## config.mk

```make
export PLATFORM = sky130hd
export DESIGN_NAME = ioctl_sdram_reader_flat
export DESIGN_NICKNAME = d
export VERILOG_FILES = /design/src/rtl/ioctl_sdram_reader_pkg.sv /design/src/rtl/ioctl_sdram_reader_if.sv /design/src/rtl/ioctl_sdram_reader_toggle_port_client.sv /design/src/rtl/ioctl_sdram_reader.sv /design/src/flat_wrapper.sv
export SDC_FILE = /design/constraint.sdc
export NUM_CORES = 1
export LEC_CHECK = 0
export BUFFER_PORTS_ARGS = -buffer_cell sky130_fd_sc_hd__buf_2
export CAP_MARGIN = 10
export CORE_ASPECT_RATIO = 1.4
export CORE_MARGIN = 1
export CORE_UTILIZATION = 50
export DETAILED_ROUTE_END_ITERATION = 6
export PLACE_DENSITY_LB_ADDON = 0.05
export SETUP_SLACK_MARGIN = 0.1
export SYNTH_ARGS = -nofsm -noshare
export SYNTH_HDL_FRONTEND = slang
export SYNTH_SLANG_ARGS = --single-unit
```

## constraint.sdc

```tcl
create_clock -name clk_sys -period 5.1 [get_ports clk_sys]
set_input_delay 0.51 -clock clk_sys [delete_from_list [all_inputs] [get_ports clk_sys]]
set_output_delay 0.51 -clock clk_sys [all_outputs]
set_load 0.02 [all_outputs]
```

## src/rtl/ioctl_sdram_reader_pkg.sv

```systemverilog
// ioctl_pkg: shared types and constants for the data_io upload reader.
package ioctl_pkg;
  typedef enum logic [1:0] {IDLE, WAIT, SERVE} rd_state_t;
  localparam int IOCTL_ADDR_W = 25;
  function automatic logic [7:0] byte_sel(input logic [15:0] w, input logic odd);
    return odd ? w[15:8] : w[7:0];
  endfunction
endpackage

```

## src/rtl/ioctl_sdram_reader_if.sv

```systemverilog
// ioctl_sdram_reader_if: toggle req/ack SDRAM client port bundle.
interface ioctl_sdram_reader_if #(parameter int AW = 23);
  logic          port_req;
  logic          port_ack;
  logic [AW-1:0] port_a;
  logic [1:0]    port_ds;
  logic          port_we;
  logic [15:0]   port_q;
  modport master (output port_req, port_a, port_ds, port_we, input port_ack, port_q);
  modport slave  (input port_req, port_a, port_ds, port_we, output port_ack, port_q);
endinterface

```

## src/rtl/ioctl_sdram_reader_toggle_port_client.sv

```systemverilog
// toggle_port_client: issues toggle req/ack accesses, one outstanding at a time, with timeout counter.
module toggle_port_client #(
  parameter int AW          = 23,
  parameter int TIMEOUT_CYC = 255
) (
  input  logic          clk_sys,
  input  logic          reset_n,
  input  logic          i_issue,
  input  logic          i_abort,
  input  logic [AW-1:0] i_addr,
  input  logic          i_ack,
  output logic          o_req,
  output logic [AW-1:0] o_a,
  output logic          o_done,
  output logic          o_idle,
  output logic          o_tmo
);
  localparam int TW = $clog2(TIMEOUT_CYC + 1);
  logic          r_pend, r_out;
  logic [AW-1:0] r_na;
  logic [TW-1:0] r_tmo;
  logic          w_free, w_want, w_go;
  // a request raised while an abandoned access is still in flight parks in r_pend
  assign w_free = i_ack == o_req;
  assign w_want = i_issue | r_pend;
  assign w_go   = w_want & w_free & ~i_abort;
  assign o_done = r_out & w_free;
  assign o_idle = w_free & ~r_pend;
  assign o_tmo  = r_tmo == TW'(TIMEOUT_CYC);
  always_ff @(posedge clk_sys or negedge reset_n) begin
    if (!reset_n) begin
      o_req  <= 1'b0;
      o_a    <= '0;
      r_na   <= '0;
      r_pend <= 1'b0;
      r_out  <= 1'b0;
      r_tmo  <= '0;
    end else begin
      o_req  <= o_req ^ w_go;
      if (i_issue) r_na <= i_addr;
      if (w_go) o_a <= i_issue ? i_addr : r_na;
      r_pend <= w_want & ~w_free & ~i_abort;
      r_out  <= w_go | (r_out & ~w_free & ~i_issue & ~i_abort);
      r_tmo  <= i_issue ? '0 : r_tmo + TW'(r_pend | r_out);
    end
  end
endmodule

```

## src/rtl/ioctl_sdram_reader.sv

```systemverilog
// ioctl_sdram_reader: serves data_io upload byte reads from SDRAM words via a one-word cache.
// Define IOCTL_READ_PREFETCH_EN to prefetch the next word after an odd-byte serve.
module ioctl_sdram_reader import ioctl_pkg::*; #(
  parameter int AW          = 23,
  parameter int BASE_WORD   = 0,
  parameter int TIMEOUT_CYC = 255
) (
  input  logic                    clk_sys,
  input  logic                    reset_n,
  input  logic                    ioctl_upload,
  input  logic                    ioctl_rd,
  input  logic [IOCTL_ADDR_W-1:0] ioctl_addr,
  output logic [7:0]              ioctl_din,
  output logic                    rd_ready,
  output logic                    rd_err,
  ioctl_sdram_reader_if.master    port
);
  rd_state_t     r_state, w_nxt;
  logic          r_rd_q, r_up_q, r_cval;
  logic [15:0]   r_cache, w_pf_q;
  logic [AW-1:0] r_cwa, w_wa, w_pf_wa;
  logic          w_edge, w_hit, w_pf_hit, w_issue, w_pf_issue, w_promote, w_abort;
  logic          w_fill, w_tmo_hit, w_done, w_idle, w_tmo, w_unused;
  assign w_wa     = ioctl_addr[AW:1] - AW'(BASE_WORD);
  assign w_edge   = ioctl_rd & ~r_rd_q;
  assign w_hit    = r_cval & (r_cwa == w_wa);
  assign w_unused = &{1'b0, ioctl_addr, w_idle};
  assign port.port_ds = 2'b11;
  assign port.port_we = 1'b0;
  toggle_port_client #(.AW(AW), .TIMEOUT_CYC(TIMEOUT_CYC)) u_client (
    .clk_sys (clk_sys),
    .reset_n (reset_n),
    .i_issue (w_issue | w_pf_issue),
    .i_abort (w_abort),
    .i_addr  (w_issue ? w_wa : r_cwa + AW'(1)),
    .i_ack   (port.port_ack),
    .o_req   (port.port_req),
    .o_a     (port.port_a),
    .o_done  (w_done),
    .o_idle  (w_idle),
    .o_tmo   (w_tmo)
  );
`ifdef IOCTL_READ_PREFETCH_EN
  logic          r_pf_go, r_pf_busy, r_pf_val;
  logic [15:0]   r_pf;
  logic [AW-1:0] r_pf_wa;
  assign w_pf_hit   = r_pf_val & (r_pf_wa == w_wa);
  assign w_pf_issue = r_pf_go & (r_state == IDLE) & ~w_edge & w_idle & ioctl_upload;
  assign w_pf_q     = r_pf;
  assign w_pf_wa    = r_pf_wa;
  always_ff @(posedge clk_sys or negedge reset_n) begin
    if (!reset_n) begin
      r_pf_go   <= 1'b0;
      r_pf_busy <= 1'b0;
      r_pf_val  <= 1'b0;
      r_pf      <= '0;
      r_pf_wa   <= '0;
    end else begin
      r_pf_go <= (r_state == SERVE) & ioctl_addr[0];
      if (w_done & r_pf_busy) begin
        r_pf      <= port.port_q;
        r_pf_val  <= 1'b1;
        r_pf_busy <= 1'b0;
      end
      if (w_pf_issue) begin
        r_pf_wa   <= r_cwa + AW'(1);
        r_pf_busy <= 1'b1;
        r_pf_val  <= 1'b0;
      end
      if (w_promote) r_pf_val <= 1'b0;
      if (w_issue | w_abort) begin
        r_pf_busy <= 1'b0;
        r_pf_val  <= 1'b0;
      end
    end
  end
`else
  assign w_pf_hit   = 1'b0;
  assign w_pf_issue = 1'b0;
  assign w_pf_q     = '0;
  assign w_pf_wa    = '0;
`endif
  always_ff @(posedge clk_sys or negedge reset_n) begin
    if (!reset_n) r_state <= IDLE;
    else r_state <= w_nxt;
  end
  always_comb begin
    w_nxt     = r_state;
    w_issue   = 1'b0;
    w_promote = 1'b0;
    w_abort   = 1'b0;
    w_fill    = 1'b0;
    w_tmo_hit = 1'b0;
    if (!ioctl_upload) begin
      w_nxt   = IDLE;
      w_abort = 1'b1;
    end else begin
      case (r_state)
        IDLE: if (w_edge) begin
          w_nxt     = (w_hit | w_pf_hit) ? SERVE : WAIT;
          w_issue   = ~(w_hit | w_pf_hit);
          w_promote = ~w_hit & w_pf_hit;
        end
        WAIT: begin
          w_fill    = w_done;
          w_tmo_hit = ~w_done & w_tmo;
          w_abort   = w_tmo_hit;
          w_nxt     = w_done ? SERVE : w_tmo_hit ? IDLE : WAIT;
        end
        default: w_nxt = IDLE;
      endcase
    end
  end
  always_ff @(posedge clk_sys or negedge reset_n) begin
    if (!reset_n) begin
      r_rd_q    <= 1'b0;
      r_up_q    <= 1'b0;
      r_cval    <= 1'b0;
      r_cache   <= '0;
      r_cwa     <= '0;
      ioctl_din <= '0;
      rd_ready  <= 1'b0;
      rd_err    <= 1'b0;
    end else begin
      r_rd_q <= ioctl_rd;
      r_up_q <= ioctl_upload;
      if (w_edge) rd_ready <= 1'b0;
      if (ioctl_upload & ~r_up_q) rd_err <= 1'b0;
      if (w_fill | w_promote) begin
        r_cache <= w_fill ? port.port_q : w_pf_q;
        r_cwa   <= w_fill ? port.port_a : w_pf_wa;
        r_cval  <= 1'b1;
      end
      if ((r_state == SERVE) & ioctl_upload) begin
        ioctl_din <= byte_sel(r_cache, ioctl_addr[0]);
        rd_ready  <= 1'b1;
      end
      if (w_tmo_hit) begin
        ioctl_din <= 8'hFF;
        rd_ready  <= 1'b1;
        rd_err    <= 1'b1;
      end
      if (w_tmo_hit | ~ioctl_upload) r_cval <= 1'b0;
    end
  end
endmodule
```

## src/flat_wrapper.sv

```systemverilog
// flat-port wrapper written by rule: the top's interface ports become plain ports
module ioctl_sdram_reader_flat import ioctl_pkg::*;
#(
  parameter int AW          = 23,
  parameter int BASE_WORD   = 0,
  parameter int TIMEOUT_CYC = 255
)
  (clk_sys, reset_n, ioctl_upload, ioctl_rd, ioctl_addr, ioctl_din, rd_ready, rd_err, port_port_req, port_port_a, port_port_ds, port_port_we, port_port_ack, port_port_q);
  ioctl_sdram_reader_if #(.AW(AW)) port_i ();
  input  logic clk_sys;
  input  logic reset_n;
  input  logic ioctl_upload;
  input  logic ioctl_rd;
  input  logic [IOCTL_ADDR_W-1:0] ioctl_addr;
  output logic [7:0] ioctl_din;
  output logic rd_ready;
  output logic rd_err;
  output wire logic [$bits(port_i.port_req)-1:0] port_port_req;
  output wire logic [$bits(port_i.port_a)-1:0] port_port_a;
  output wire logic [$bits(port_i.port_ds)-1:0] port_port_ds;
  output wire logic [$bits(port_i.port_we)-1:0] port_port_we;
  input wire logic [$bits(port_i.port_ack)-1:0] port_port_ack;
  input wire logic [$bits(port_i.port_q)-1:0] port_port_q;
  assign port_port_req = port_i.port_req;
  assign port_port_a = port_i.port_a;
  assign port_port_ds = port_i.port_ds;
  assign port_port_we = port_i.port_we;
  assign port_i.port_ack = port_port_ack;
  assign port_i.port_q = port_port_q;
  ioctl_sdram_reader #(.AW(AW), .BASE_WORD(BASE_WORD), .TIMEOUT_CYC(TIMEOUT_CYC)) u_core (.clk_sys(clk_sys), .reset_n(reset_n), .ioctl_upload(ioctl_upload), .ioctl_rd(ioctl_rd), .ioctl_addr(ioctl_addr), .ioctl_din(ioctl_din), .rd_ready(rd_ready), .rd_err(rd_err), .port(port_i));
endmodule
```

Yosys cells after proc, flatten, opt, wreduce, memory -nomap -nowiden

Index checks and enable logic that the tools add are counted.

Add/sub/neg operators: 1
Equality and inequality tests: 6
Muxes and demuxes: 26
Bitwise logic cells: 26
Reduce and logical (&&, ||, !) cells: 5

Operator list:

| cell                                                                     | count |
|---|---|
| 8-bit 2-to-1 mux                                                         | 4 |
| 23-bit == test                                                           | 1 |
| 23-bit 2-to-1 mux                                                        | 1 |
| 1-bit 2-to-1 mux                                                         | 16 |
| 1-bit bitwise AND                                                        | 13 |
| 8-bit by 1-bit adder with 8-bit output                                   | 1 |
| 8-bit == test (second input constant)                                    | 1 |
| 2-bit 2-to-1 mux                                                         | 4 |
| 1-bit inverter                                                           | 8 |
| 2-bit nonzero test                                                       | 3 |
| 1-bit bitwise OR                                                         | 4 |
| 2-bit case mux with 2 select lines                                       | 1 |
| 3-bit by 2-bit inequality test with 1-bit output (second input constant) | 1 |
| 3-bit nonzero test                                                       | 1 |
| 2-bit by 1-bit == test with 1-bit output (second input constant)         | 1 |
| 2-bit == test (second input constant)                                    | 1 |
| 2-bit zero test                                                          | 1 |
| 1-bit == test                                                            | 1 |
| 1-bit XOR                                                                | 1 |

Flip-flop bits (word level): 111
Input bits: 46
Output and inout port bits: 37
Word-level logic and storage cells: 79

Longest topological paths before layout

Gate-level depths: netlist of run 1.

Depth in word-level cells: 10
Gate-level depth with buffers: 8
Depth with buffers taken out: 6

Cells and area by module

A second synthesis of run 1 with hierarchy kept.

Cells, all modules: 419
Area total of the unflattened synthesis: 5,511.5 µm²

Modules (own cells, without submodules):

| module             | instances | cells each | area each (µm²) | sequential area each (µm²) |
|---|---|---|---|---|
| ioctl_sdram_reader | 1         | 270        | 3,180.6         | 1,351.3 |
| toggle_port_client | 1         | 149        | 2,331.0         | 1,426.4 |

Least setup slack after synthesis of run 1

Ideal clock, no wire load.

Path kind: input-to-reg
Start point: input port ioctl_addr[18]
End point: register u_core.u_client.r_na[10]
Setup time: 0.125 ns
Data arrival time: 2.169 ns
Data required time: 4.975 ns
Slack: 2.806 ns
Stages on the path: 8
Buffers on the path: 2
Cell sequence: xor2_1 > nor4_1 > nand4_1 > or3_1 > buf_4 > nand2_4 > buf_6 > mux2_2

Word-level cells in the longest chain between the ends: 7

Ends and longest elaborated chain:

| element              | RTL line                                    | RTL |
|---|---|---|
| start, declared      | flat_wrapper.sv:14                          | `input logic [IOCTL_ADDR_W-1:0] ioctl_addr;` |
| 23-bit == test       | ioctl_sdram_reader.sv:26                    | `assign w_hit = r_cval & (r_cwa == w_wa);` |
| 1-bit bitwise AND    | ioctl_sdram_reader.sv:26                    |  |
| 1-bit inverter       | ioctl_sdram_reader.sv:101                   | `w_issue = ~(w_hit \| w_pf_hit);` |
| 1-bit 2-to-1 mux     | ioctl_sdram_reader.sv:99                    | `IDLE: if (w_edge) begin` |
| 1-bit 2-to-1 mux     | ioctl_sdram_reader.sv:98                    | `case (r_state)` |
| 1-bit 2-to-1 mux     | ioctl_sdram_reader.sv:94                    | `if (!ioctl_upload) begin` |
| 23-bit 2-to-1 mux    | n/a                                         |  |
| end signal, assigned | ioctl_sdram_reader_toggle_port_client.sv:40 | `if (i_issue) r_na <= i_addr;` |
| end, declared        | ioctl_sdram_reader_toggle_port_client.sv:20 | `logic [AW-1:0] r_na;` |

Every way passes these cells.
A chain may end at the register's enable or synchronous reset.

Final worst setup path of run 1

Start point: register u_core.r_cwa[20]
End point: register u_core.u_client.o_a[16]

Word-level cells in the longest chain between the ends: 9
Elaborated cells on any way between the ends: 10
Those cells by class: eq/ne: 1; mux: 4; bitwise: 5

Ends and longest elaborated chain:

| element                         | RTL line                                    | RTL |
|---|---|---|
| start, declared                 | ioctl_sdram_reader.sv:21                    | `logic [AW-1:0] r_cwa, w_wa, w_pf_wa;` |
| start signal, assigned          | ioctl_sdram_reader.sv:131                   | `r_cwa <= w_fill ? port.port_a : w_pf_wa;` |
| 23-bit == test (*)              | ioctl_sdram_reader.sv:26                    |  |
| 1-bit bitwise AND (*)           | ioctl_sdram_reader.sv:26                    |  |
| 1-bit inverter (*)              | ioctl_sdram_reader.sv:101                   |  |
| 1-bit 2-to-1 mux (*)            | ioctl_sdram_reader.sv:99                    |  |
| 1-bit 2-to-1 mux (*)            | ioctl_sdram_reader.sv:98                    |  |
| 1-bit 2-to-1 mux (*)            | ioctl_sdram_reader.sv:94                    |  |
| 1-bit bitwise OR                | ioctl_sdram_reader_toggle_port_client.sv:25 | `assign w_want = i_issue \| r_pend;` |
| 1-bit bitwise AND (2 in series) | ioctl_sdram_reader_toggle_port_client.sv:26 | `assign w_go = w_want & w_free & ~i_abort;` |
| end signal, assigned            | ioctl_sdram_reader_toggle_port_client.sv:41 | `if (w_go) o_a <= i_issue ? i_addr : r_na;` |
| end, declared                   | ioctl_sdram_reader_toggle_port_client.sv:13 | `output logic [AW-1:0] o_a,` |

Every way passes the cells marked *; elsewhere a longest branch is shown, timed or not.

==> results of run 1 <==
-- where the power goes --
| group | internal, mW | switching (mW) |
|---|---|---|
| sequential | 1.08 | 0.137 |
| combinational | 0.328 | 0.320 |
| clock | 0.357 | 0.298 |
-- worst max path at each step --
stage | end | slack (ps) | depth (start not counted)
2_1_floorplan | u_core.u_client.r_na[10]$_DFF_PN0_ | 2810 | 8
3_3_place_gp | u_core.u_client.o_a[9]$_DFFE_PN0P_ | 1910 | 7
3_5_place_dp | u_core.u_client.o_a[2]$_DFFE_PN0P_ | 1880 | 7
4_1_cts | u_core.u_client.o_a[2]$_DFFE_PN0P_ | 2140 | 6
5_1_grt | u_core.u_client.o_a[11]$_DFFE_PN0P_ | 1950 | 6
6_report | u_core.u_client.o_a[16]$_DFFE_PN0P_ | 2250 | 6
-- worst register-to-register path: cells and delay by family, from the launching register on --
kind / cells / cell delay (ps)
xor gates and xnor gates: 1 / 170
AOI/OAI and AO/OA: 2 / 1000
and+or+nand+nor: 3 / 1190
DFF: 1 / 390
-- cell families after synthesis --
family / Yosys count / share of synthesized area
other cells: 2 / 0.001535
xor+xnor: 28 / 0.05012
flops: 111 / 0.5676
mux: 70 / 0.1590
simple gates: 53 / 0.06392
buf+inv: 26 / 0.02813
compound gates: 72 / 0.1245
fa+ha+maj: 2 / 0.005113
-- through the flow --
| step | cells | cell area (um^2) | hold WS, ps |
|---|---|---|---|
| after floorplan | 365 | 4897 | 214.4 |
| after global placement | 537 | 5359 | 443.9 |
| after detailed placement | 537 | 5359 | 454.1 |
| after CTS | 553 | 5637 | 294.6 |
| after global routing | 553 | 5637 | 287.5 |
| final | 553 | 5637 | 299.8 |
-- layout by cell type, fill, tap and decap left out, types with 5 or more instances in the layout --
master and n:
nand3_1 5, mux2_2 62, o21bai_1 23, mux2i_1 8, o221a_2 20, a21oi_1 8
nand2b_1 5, clkbuf_16 9, nand2_1 14, xnor2_1 7, o211ai_1 8, xor2_1 21
buf_4 7, buf_2 77, dfrtp_1 111
-- registers in the layout (all words and copies together) (netlist names), 2 cells and up --
signal and cells:
u_core.r_cwa 23, u_core.r_cache 16, u_core.u_client.r_tmo 8, u_core.u_client.o_a 23, u_core.r_state 2, u_core.u_client.r_na 23
u_core.ioctl_din 8
-- per-layer routing --
layer	vias up	routed length [um]
met5	-	0
met4	0	97
met3	5	387
met2	67	5057
met1	1610	4317
li1	1484	-
-- synth_stat cells, drive strengths merged, types with 2 or more instances --
master,instances
o221a,23
dfrtp,111
ha,2
nand2b,5
nor3b,2
or3,2
conb,2
mux2,62
buf,15
o21bai,23
inv,4
and2,3
nand2,15
clkbuf,7
nand3,6
and3,2
o21ai,3
xor2,21
nor4,5
nand3b,2
a21oi,8
mux2i,8
nand4,3
a21o,2
nor2,2
xnor2,7
o211ai,8
-- final cells by class --
cell class	instances	area (um^2)
repair buffers	84	437.9
well taps	110	137.6
multi-input cells	228	1991
clock buffers	13	260.3
fillers	800	3822
inverters	4	15.01
clock inverters	3	17.52
flip-flops and latches	111	2778
==> flow_metrics.env, run 1 <==
export IMPL_run_status="complete, no violations"
export IMPL_synth_largest_area_cell="dfrtp_1"
export IMPL_met3_usage=0.04297
export IMPL_start_util=0.5173
export IMPL_cp_slowest_cell="or3_1"
export IMPL_cts_setup_buffers=0
export IMPL_finalWirelength_um=9859
export IMPL_whs_path_depth=1
export IMPL_antenna_cells=0
export IMPL_timing_final_crit_share=0.5597
export IMPL_area_growth_pct=15.19
export IMPL_crit_arrival_ps=3080
export IMPL_syn_avg_cell_area_um2=13.44
export IMPL_crit_chain="xor2_1 -> nor4_1 -> nand2_1 -> or3_1 -> a21o_1 -> o221a_2"
export IMPL_vdd_drop_max_v=0.0002811
export IMPL_p_leak_nw=2.703
export IMPL_netlist_area_um2=4893
export IMPL_netlist_area_leader_share=0.5676
export IMPL_antenna_found_initial=0
export IMPL_grt_first_pass_wirelength_um=16790
export IMPL_regToRegEndpoint="u_core.u_client.o_a[16]$_DFFE_PN0P_"
export IMPL_async_reset_ff_frac=1.000
export IMPL_critical_path_max_stage_delay_ps=630
export IMPL_worstMarginPinSlew_ps=1039
export IMPL_clk_latency_ps=340
export IMPL_grt_pass1_vias=3283
export IMPL_antenna_left=0
export IMPL_hold_path_end="u_core.r_rd_q$_DFF_PN0_"
export IMPL_fin_util=0.5959
export IMPL_synth_edf_count=0
export IMPL_tritoncts="yes"
export IMPL_hold_path_class="in2reg"
export IMPL_clock_path_buffers=2
export IMPL_crit_fanout=23
export IMPL_cpLargestDelayFamily="simple AND/OR/NAND/NOR gates"
export IMPL_clock_sinks=111
export IMPL_seq_area_frac_synth=0.5676
export IMPL_drtIter0Drc=159
export IMPL_dieWidth_um=85.61
export IMPL_grt_busiest_layer="met2"
export IMPL_cp_num_buf_inv=0
export IMPL_hp_start="ioctl_rd"
export IMPL_cts_root_buf="clkbuf_16"
export IMPL_nNetsFinal=486
export IMPL_setup_viol=0
export IMPL_cts_resized=0
export IMPL_ys_warn_count=0
export IMPL_crit_required_ps=5320
export IMPL_dp_slack_ps=1881
export IMPL_via_per_inst=5.725
export IMPL_pin_count=83
export IMPL_r2r_cells=6
export IMPL_detail_route_wl_per_cell_um=17.83
export IMPL_drive_gt1_frac=0.4176
export IMPL_rsz0062_at_grt="false"
export IMPL_firstDrtPassIters=4
export IMPL_end_kind="flop"
export IMPL_rows=42
export IMPL_hpwl_um=6575
export IMPL_max_freq_mhz=350.3
export IMPL_postCtsHoldBufs=0
export IMPL_die_y_um=119.1
export IMPL_slew_violations=0
export IMPL_cts_htree_levels=3
export IMPL_timing_rr_start="u_core.r_cwa[20]$_DFFE_PN0P_"
export IMPL_synth_area_top_cells="dfrtp_1 (57%), mux2_2 (14%), o221a_2 (4.6%), xor2_1 (3.8%), o21bai_1 (3.5%)"
export IMPL_met1_usage=0.2805
export IMPL_cap_violations=0
export IMPL_place_congestion=0.7038
export IMPL_cellPowerDensity_nw_per_um2=447.0
export IMPL_setup_tns_ps=0
export IMPL_io_buffers=78
export IMPL_overflow=0
export IMPL_ys_ff_latch=111
export IMPL_synth_cell_types=46
export IMPL_r2r_setup_slack_ps=2250
export IMPL_clkTransAtPathRegs_ps=70
export IMPL_gr_usage_met2=0.3640
export IMPL_layout_setup_ws_ps=2246
export IMPL_hold_viol=0
export IMPL_drc_errors=0
export IMPL_grt_max_degree=84
export IMPL_core_area_um2=9459
export IMPL_synth_flop_cell="dfrtp_1"
export IMPL_postSynthCellCount=364
export IMPL_crit_start="u_core.r_cwa[20]$_DFFE_PN0P_"
export IMPL_cts_buffers=9
export IMPL_period_minus_slack_ps=2854
export IMPL_power_total_mw=2.520
export IMPL_num_vias=3166
export IMPL_critical_path_class="reg2reg"
export IMPL_worstSetupStartpointType="flop"
export IMPL_grt_use_total=0.2146
export IMPL_slew_headroom=0.3072
export IMPL_clock_skew_ps=4.908
export IMPL_dieArea_um2=10190
(Power assumes the default switching activity.)
==> run 2: changes to the inputs <==
ABC_AREA = 1   (was not set)
clock period = 2.45 ns   (was 5.1 ns; I/O delays follow)
==> flow_metrics.env, run 2 <==
export IMPL_regToRegEndpoint="u_core.u_client.o_a[14]$_DFFE_PN0P_"
export IMPL_layout_common_cells="nand2_1 (281), dfrtp_1 (111), buf_2 (77)"
export IMPL_p_leak_nw=3.277
export IMPL_detail_route_wl_per_cell_um=13.21
export IMPL_r2r_setup_slack_ps=500
export IMPL_setup_tns_ps=0
export IMPL_place_congestion=0.7630
export IMPL_layout_commonest_cell="nand2_1"
export IMPL_cts_resized=0
export IMPL_netlist_area_leader_share=0.5538
export IMPL_max_freq_mhz=513.9
export IMPL_vdd_drop_max_v=0.0004354
export IMPL_syn_avg_cell_area_um2=8.039
export IMPL_cts_root_buf="clkbuf_16"
export IMPL_crit_arrival_ps=2220
export IMPL_clock_sinks=111
export IMPL_tritoncts="yes"
export IMPL_end_kind="flop"
export IMPL_postCtsHoldBufs=0
export IMPL_synth_cell_types=29
export IMPL_rsz0062_at_grt="false"
export IMPL_ys_warn_count=0
export IMPL_netlist_area_um2=5016
export IMPL_clkTransAtPathRegs_ps=70
export IMPL_critical_path_class="reg2reg"
export IMPL_io_buffers=78
export IMPL_drive_gt1_frac=0.1705
export IMPL_pin_count=83
export IMPL_dieWidth_um=86.65
export IMPL_hold_path_class="in2async"
export IMPL_seq_area_frac_synth=0.5538
export IMPL_antenna_left=0
export IMPL_hold_ws_ps=-17.01
export IMPL_synth_common_cells="nand2_1 (281), dfrtp_1 (111), inv_1 (67), o21ai_0 (53), nand4_1 (25)"
export IMPL_violations="hold timing"
export IMPL_clock_path_buffers=2
export IMPL_cts_setup_buffers=0
export IMPL_hpwl_um=7182
export IMPL_via_per_inst=4.961
export IMPL_drc_errors=0
export IMPL_r2r_cells=12
export IMPL_cap_violations=0
export IMPL_yosysMostFrequentCell="nand2_1"
export IMPL_clk_latency_ps=340
export IMPL_design_area_um2=5841
export IMPL_crit_required_ps=2730
export IMPL_period_minus_slack_ps=1946
export IMPL_postSynthCellCount=624
export IMPL_finalWirelength_um=11040
export IMPL_timing_final_crit_share=0.7942
export IMPL_area_growth_pct=16.44
export IMPL_drtIter0Drc=263
export IMPL_run_status="complete, but fails checks"
export IMPL_worstSetupStartpointType="flop"
export IMPL_crit_fanout=25
export IMPL_antenna_cells=0
export IMPL_synth_flop_cell="dfrtp_1"
export IMPL_ys_ff_latch=111
export IMPL_setup_viol=0
export IMPL_timing_rr_start="u_core.r_cwa[10]$_DFFE_PN0P_"
export IMPL_rows=42
export IMPL_cts_buffers=9
export IMPL_clock_skew_ps=9.357
export IMPL_core_area_um2=9617
export IMPL_cellPowerDensity_nw_per_um2=860.8
export IMPL_die_y_um=120.5
export IMPL_start_util=0.5216
export IMPL_grt_first_pass_wirelength_um=18870
export IMPL_grt_max_degree=112
export IMPL_hold_viol=15
export IMPL_cts_htree_levels=3
export IMPL_dpl_instance_area_um2=5557
export IMPL_nNetsFinal=747
export IMPL_dieArea_um2=10440
export IMPL_firstDrtPassIters=4
export IMPL_slew_headroom=0.6009
export IMPL_synth_largest_area_cell="dfrtp_1"
export IMPL_antenna_found_initial=0
export IMPL_async_reset_ff_frac=1.000
export IMPL_power_total_mw=5.027
export IMPL_largestRegisters="u_core.r_cwa (23), u_core.u_client.o_a (23), u_core.u_client.r_na (23)"
export IMPL_nFillCells=901
export IMPL_cp_endpoint="u_core.u_client.o_a[14]$_DFFE_PN0P_"
export IMPL_overflow=0
export IMPL_grt_pass1_vias=3934
export IMPL_crit_start="u_core.r_cwa[10]$_DFFE_PN0P_"
export IMPL_worstMarginPinSlew_ps=598.6
export IMPL_num_vias=4147
export IMPL_slew_violations=0
export IMPL_fin_util=0.6073
export IMPL_synth_edf_count=0
export IMPL_grt_use_total=0.2325
export IMPL_synth_area_top_cells="dfrtp_1 (55%), nand2_1 (21%), o21ai_0 (5.3%), inv_1 (5.0%), nand4_1 (3.1%)"
## run 2: cell count changes in the layout (fill, tap and decap cells not counted), moves of 7 or more
cell      delta
nand2_1    +267
mux2i_1      -8
nor2_1      +17
inv_1       +63
o211ai_1     -7
o21ai_0     +51
nand4_1     +22
xor2_1      -21
o21bai_1    -23
o221a_2     -20
mux2_2      -62
## run 2: how the worst min path moves through the flow
stage | slack [ps] | cells past startpoint | to | from
floorplan | -50 | 0 | u_core.ioctl_din[0]$_DFFE_PN0P_ | reset_n
global placement | 370 | 1 | u_core.r_rd_q$_DFF_PN0_ | ioctl_rd
detailed placement | 370 | 1 | u_core.r_rd_q$_DFF_PN0_ | ioctl_rd
CTS | 6 | 2 | u_core.ioctl_din[6]$_DFFE_PN0P_ | reset_n
global route | 20 | 1 | u_core.r_rd_q$_DFF_PN0_ | ioctl_rd
finish | -20 | 2 | u_core.u_client.o_a[4]$_DFFE_PN0P_ | reset_n
## run 2: report_power, final
part / internal [mW] / switching [mW] / leakage, nW
Sequential: 2.25 / 0.227 / 1.33
Clock: 0.748 / 0.638 / 0.143
Combinational: 0.408 / 0.758 / 1.80
Total: 3.40 / 1.62 / 3.28
## run 2: final cells by class
type                            count  area, um^2  share of cell area
Sequential cell                   111        2778              0.4756
Inverter                           69       259.0             0.04434
Clock inverter                      4       27.53            0.004713
Clock buffer                       12       256.5             0.04392
Multi-Input combinational cell    420        1862              0.3188
Tap cell                          132       165.2             0.02828
Timing Repair Buffer               88       493.0             0.08440
## run 2: metrics by stage
stage               setup slack, ps  cells
finish                        504.2    836
global placement              546.1    820
detailed placement            516.1    820
CTS                           489.2    836
floorplan                     808.3    625
global route                  264.4    836
## run 2: metal layers
metal / vias up / global-route usage / routed length, um
met5: - / 0 / 0
met4: 0 / 0.07604 / 158
met3: 12 / 0.04096 / 436
met2: 89 / 0.3745 / 5228
met1: 1968 / 0.3191 / 5217
li1: 2078 / - / -
## run 2: cell families (layout without fill, tap and decap cells)
logic type               count (synthesis)  after routing  share of synthesized area
AO/OA/AOI/OAI                           59             59                    0.06211
XOR/XNOR                                 3              3                   0.005239
adder cells (fa/ha/maj)                  2              2                   0.004988
buffers and inverters                   94            173                    0.07732
flip-flops                             111            111                     0.5538
other                                    2              3                   0.001497
AND/OR/NAND/NOR                        353            353                     0.2951
## run 2: critical path, stage by stage (launching register included)
cell and delay [ps]:
dfrtp_1 350, inv_1 50, nand2_1 50, nand2_1 40, nor2_1 160, nand2_1 90
nor2_2 170, nand3_2 120, nand3_4 230, nand2_2 120, nand2_4 300, nand2_1 100
nand2_1 80
==> run 3: changes to the inputs <==
ABC_AREA = 0   (was 1)
clock period = 1.8 ns   (was 2.45 ns; I/O delays follow)
==> flow_metrics.env, run 3 (synthesis gave the netlist of run 1 again) <==
export IMPL_seqPwrFrac=0.450
export IMPL_regToRegEndpoint="u_core.u_client.o_a[2]$_DFFE_PN0P_"
export IMPL_met3_usage=0.04851
export IMPL_period_minus_slack_ps=2178
export IMPL_grt_first_pass_wirelength_um=19440
export IMPL_area_growth_pct=40.65
export IMPL_cp_slowest_cell="or3_4"
export IMPL_antenna_left=0
export IMPL_tritoncts="yes"
export IMPL_clock_skew_ps=7.752
export IMPL_p_leak_nw=3.370
export IMPL_comb_power_share=0.310
export IMPL_drive_gt1_frac=0.5364
export IMPL_clock_sinks=111
export IMPL_hold_viol=0
export IMPL_layout_common_cells="dfrtp_1 (111), buf_2 (77), buf_4 (55)"
export IMPL_largestRegisters="u_core.r_cwa (23), u_core.u_client.o_a (23), u_core.u_client.r_na (23)"
export IMPL_core_area_um2=9459
export IMPL_drc_errors=0
export IMPL_start_util=0.5173
export IMPL_grt_max_degree=43
export IMPL_io_buffers=78
export IMPL_gr_usage_met2=0.4275
export IMPL_cap_violations=0
export IMPL_cts_buffers=9
export IMPL_hpwl_um=7492
export IMPL_slew_violations=0
export IMPL_run_status="complete, but fails checks"
export IMPL_whs_path_depth=1
export IMPL_detail_route_wl_per_cell_um=19.83
export IMPL_met1_usage=0.3209
export IMPL_die_y_um=119.1
export IMPL_pin_count=83
export IMPL_timing_rr_start="u_core.r_cwa[15]$_DFFE_PN0P_"
export IMPL_cts_htree_levels=3
export IMPL_num_vias=3569
export IMPL_rsz0062_at_grt="true"
export IMPL_critical_path_class="reg2reg"
export IMPL_dieWidth_um=85.61
export IMPL_timing_final_crit_share=1.210
export IMPL_worstSetupStartpointType="flop"
export IMPL_r2r_setup_slack_ps=-380
export IMPL_crit_chain="xor2_1 -> nor4_1 -> nand4_1 -> or3_4 -> a21o_4 -> buf_6 -> o221a_4"
export IMPL_crit_arrival_ps=2400
export IMPL_max_freq_mhz=459.2
export IMPL_dpl_instance_area_um2=6026
export IMPL_rows=42
export IMPL_firstDrtPassIters=4
export IMPL_violations="setup timing"
export IMPL_grt_pass1_vias=3780
export IMPL_grt_use_total=0.2539
export IMPL_nNetsFinal=565
export IMPL_setup_viol=59
export IMPL_finalWirelength_um=12530
export IMPL_clkTransAtPathRegs_ps=70
export IMPL_drtIter0Drc=129
export IMPL_layout_setup_ws_ps=-377.9
export IMPL_final_cells=632
export IMPL_cts_root_buf="clkbuf_16"
export IMPL_clk_latency_ps=340
export IMPL_hold_path_end="u_core.r_up_q$_DFF_PN0_"
export IMPL_layout_commonest_cell="dfrtp_1"
export IMPL_grt_busiest_layer="met2"
export IMPL_power_frac_clock=0.240
export IMPL_via_per_inst=5.647
export IMPL_p_sw_frac=0.3080
export IMPL_hold_path_class="in2reg"
export IMPL_end_kind="flop"
export IMPL_vdd_drop_max_v=0.0007357
export IMPL_critical_path_max_stage_delay_ps=430
export IMPL_antenna_cells=0
export IMPL_setup_tns_ps=-18670
export IMPL_design_area_um2=6883
export IMPL_hp_start="ioctl_upload"
export IMPL_power_internal_mw=5.375
export IMPL_dp_cells=589
export IMPL_clock_path_buffers=2
export IMPL_dieArea_um2=10190
export IMPL_crit_fanout=5
export IMPL_r2r_cells=7
export IMPL_antenna_found_initial=0
export IMPL_crit_required_ps=2030
export IMPL_overflow=0
export IMPL_place_congestion=0.7523
export IMPL_cellPowerDensity_nw_per_um2=1128
export IMPL_p_switching_mw=2.392
-- run 3: changes by cell type in the layout (fill, tap and decap cells not counted), sizes merged, moves of 21 or more --
cell and change:
nand2 -265, buf +66, inv -65, mux2 +62, o21ai -50, nor2 -23, o21bai +23, o221a +23
nand4 -22, xor2 +21
-- run 3: through the flow --
step	hold WS (ps)	setup WS (ps)	utilization	total power [mW]
global route	11.90	-443.1	0.7276	8.147
finish	18.32	-377.9	0.7276	7.767
global placement	151.9	-462.9	0.6370	5.697
detailed placement	154.1	-510.4	0.6370	5.784
CTS	9.622	-385.0	0.7060	7.775
floorplan	-115.6	-311.4	-	4.953
-- run 3: what timing repair did --
action	CTS	global route
gates resized for setup	35	17
hold endpoints to repair	30	0
buffers inserted	8	4
setup endpoints to repair	106	109
pin swaps	13	4
cloned	7	6
hold buffers	2	0
-- run 3: layout make-up --
class,instances,area (um^2)
Timing Repair Buffer,160,1266
Clock inverter,5,33.78
Inverter,4,15.01
Sequential cell,111,2778
Multi-Input combinational cell,231,2410
Clock buffer,11,242.7
Tap cell,110,137.6
Fill cell,662,2576
-- run 3: how the worst max path moves through the flow --
stage | from | to | slack, ps
5_1_grt | u_core.r_cwa[20]$_DFFE_PN0P_ | u_core.u_client.o_a[5]$_DFFE_PN0P_ | -440
3_5_place_dp | u_core.r_cwa[9]$_DFFE_PN0P_ | u_core.u_client.o_a[14]$_DFFE_PN0P_ | -510
4_1_cts | u_core.r_cwa[15]$_DFFE_PN0P_ | u_core.u_client.o_a[5]$_DFFE_PN0P_ | -390
6_report | u_core.r_cwa[15]$_DFFE_PN0P_ | u_core.u_client.o_a[2]$_DFFE_PN0P_ | -380
2_1_floorplan | u_core.r_cwa[1]$_DFFE_PN0P_ | u_core.u_client.r_na[10]$_DFF_PN0_ | -310
3_3_place_gp | u_core.r_cwa[9]$_DFFE_PN0P_ | u_core.u_client.o_a[9]$_DFFE_PN0P_ | -460
-- run 3: layer usage --
layer  part of all wire  up-vias
met5                  0        -
met2               0.51       86
met1               0.42     1805
met3              0.036       28
li1                   -     1650
met4              0.031        0
-- run 3: worst max-delay path: cells and delay by family, from the launching register on --
kind	cells	cell delay, ps
AND/OR/NAND/NOR	3	900
AO/OA/AOI/OAI	2	480
flip-flops	1	390
XOR/XNOR	1	160
buffers and inverters	1	150
-- run 3: power by group through the flow --
stage | registers (mW) | logic (mW) | clock network (mW)
after floorplan | 3.78 | 1.18 | 0
after global placement | 3.50 | 2.20 | 0
after detailed placement | 3.52 | 2.27 | 0
after CTS | 3.49 | 2.40 | 1.88
after global routing | 3.57 | 2.58 | 2.00
final | 3.50 | 2.41 | 1.86
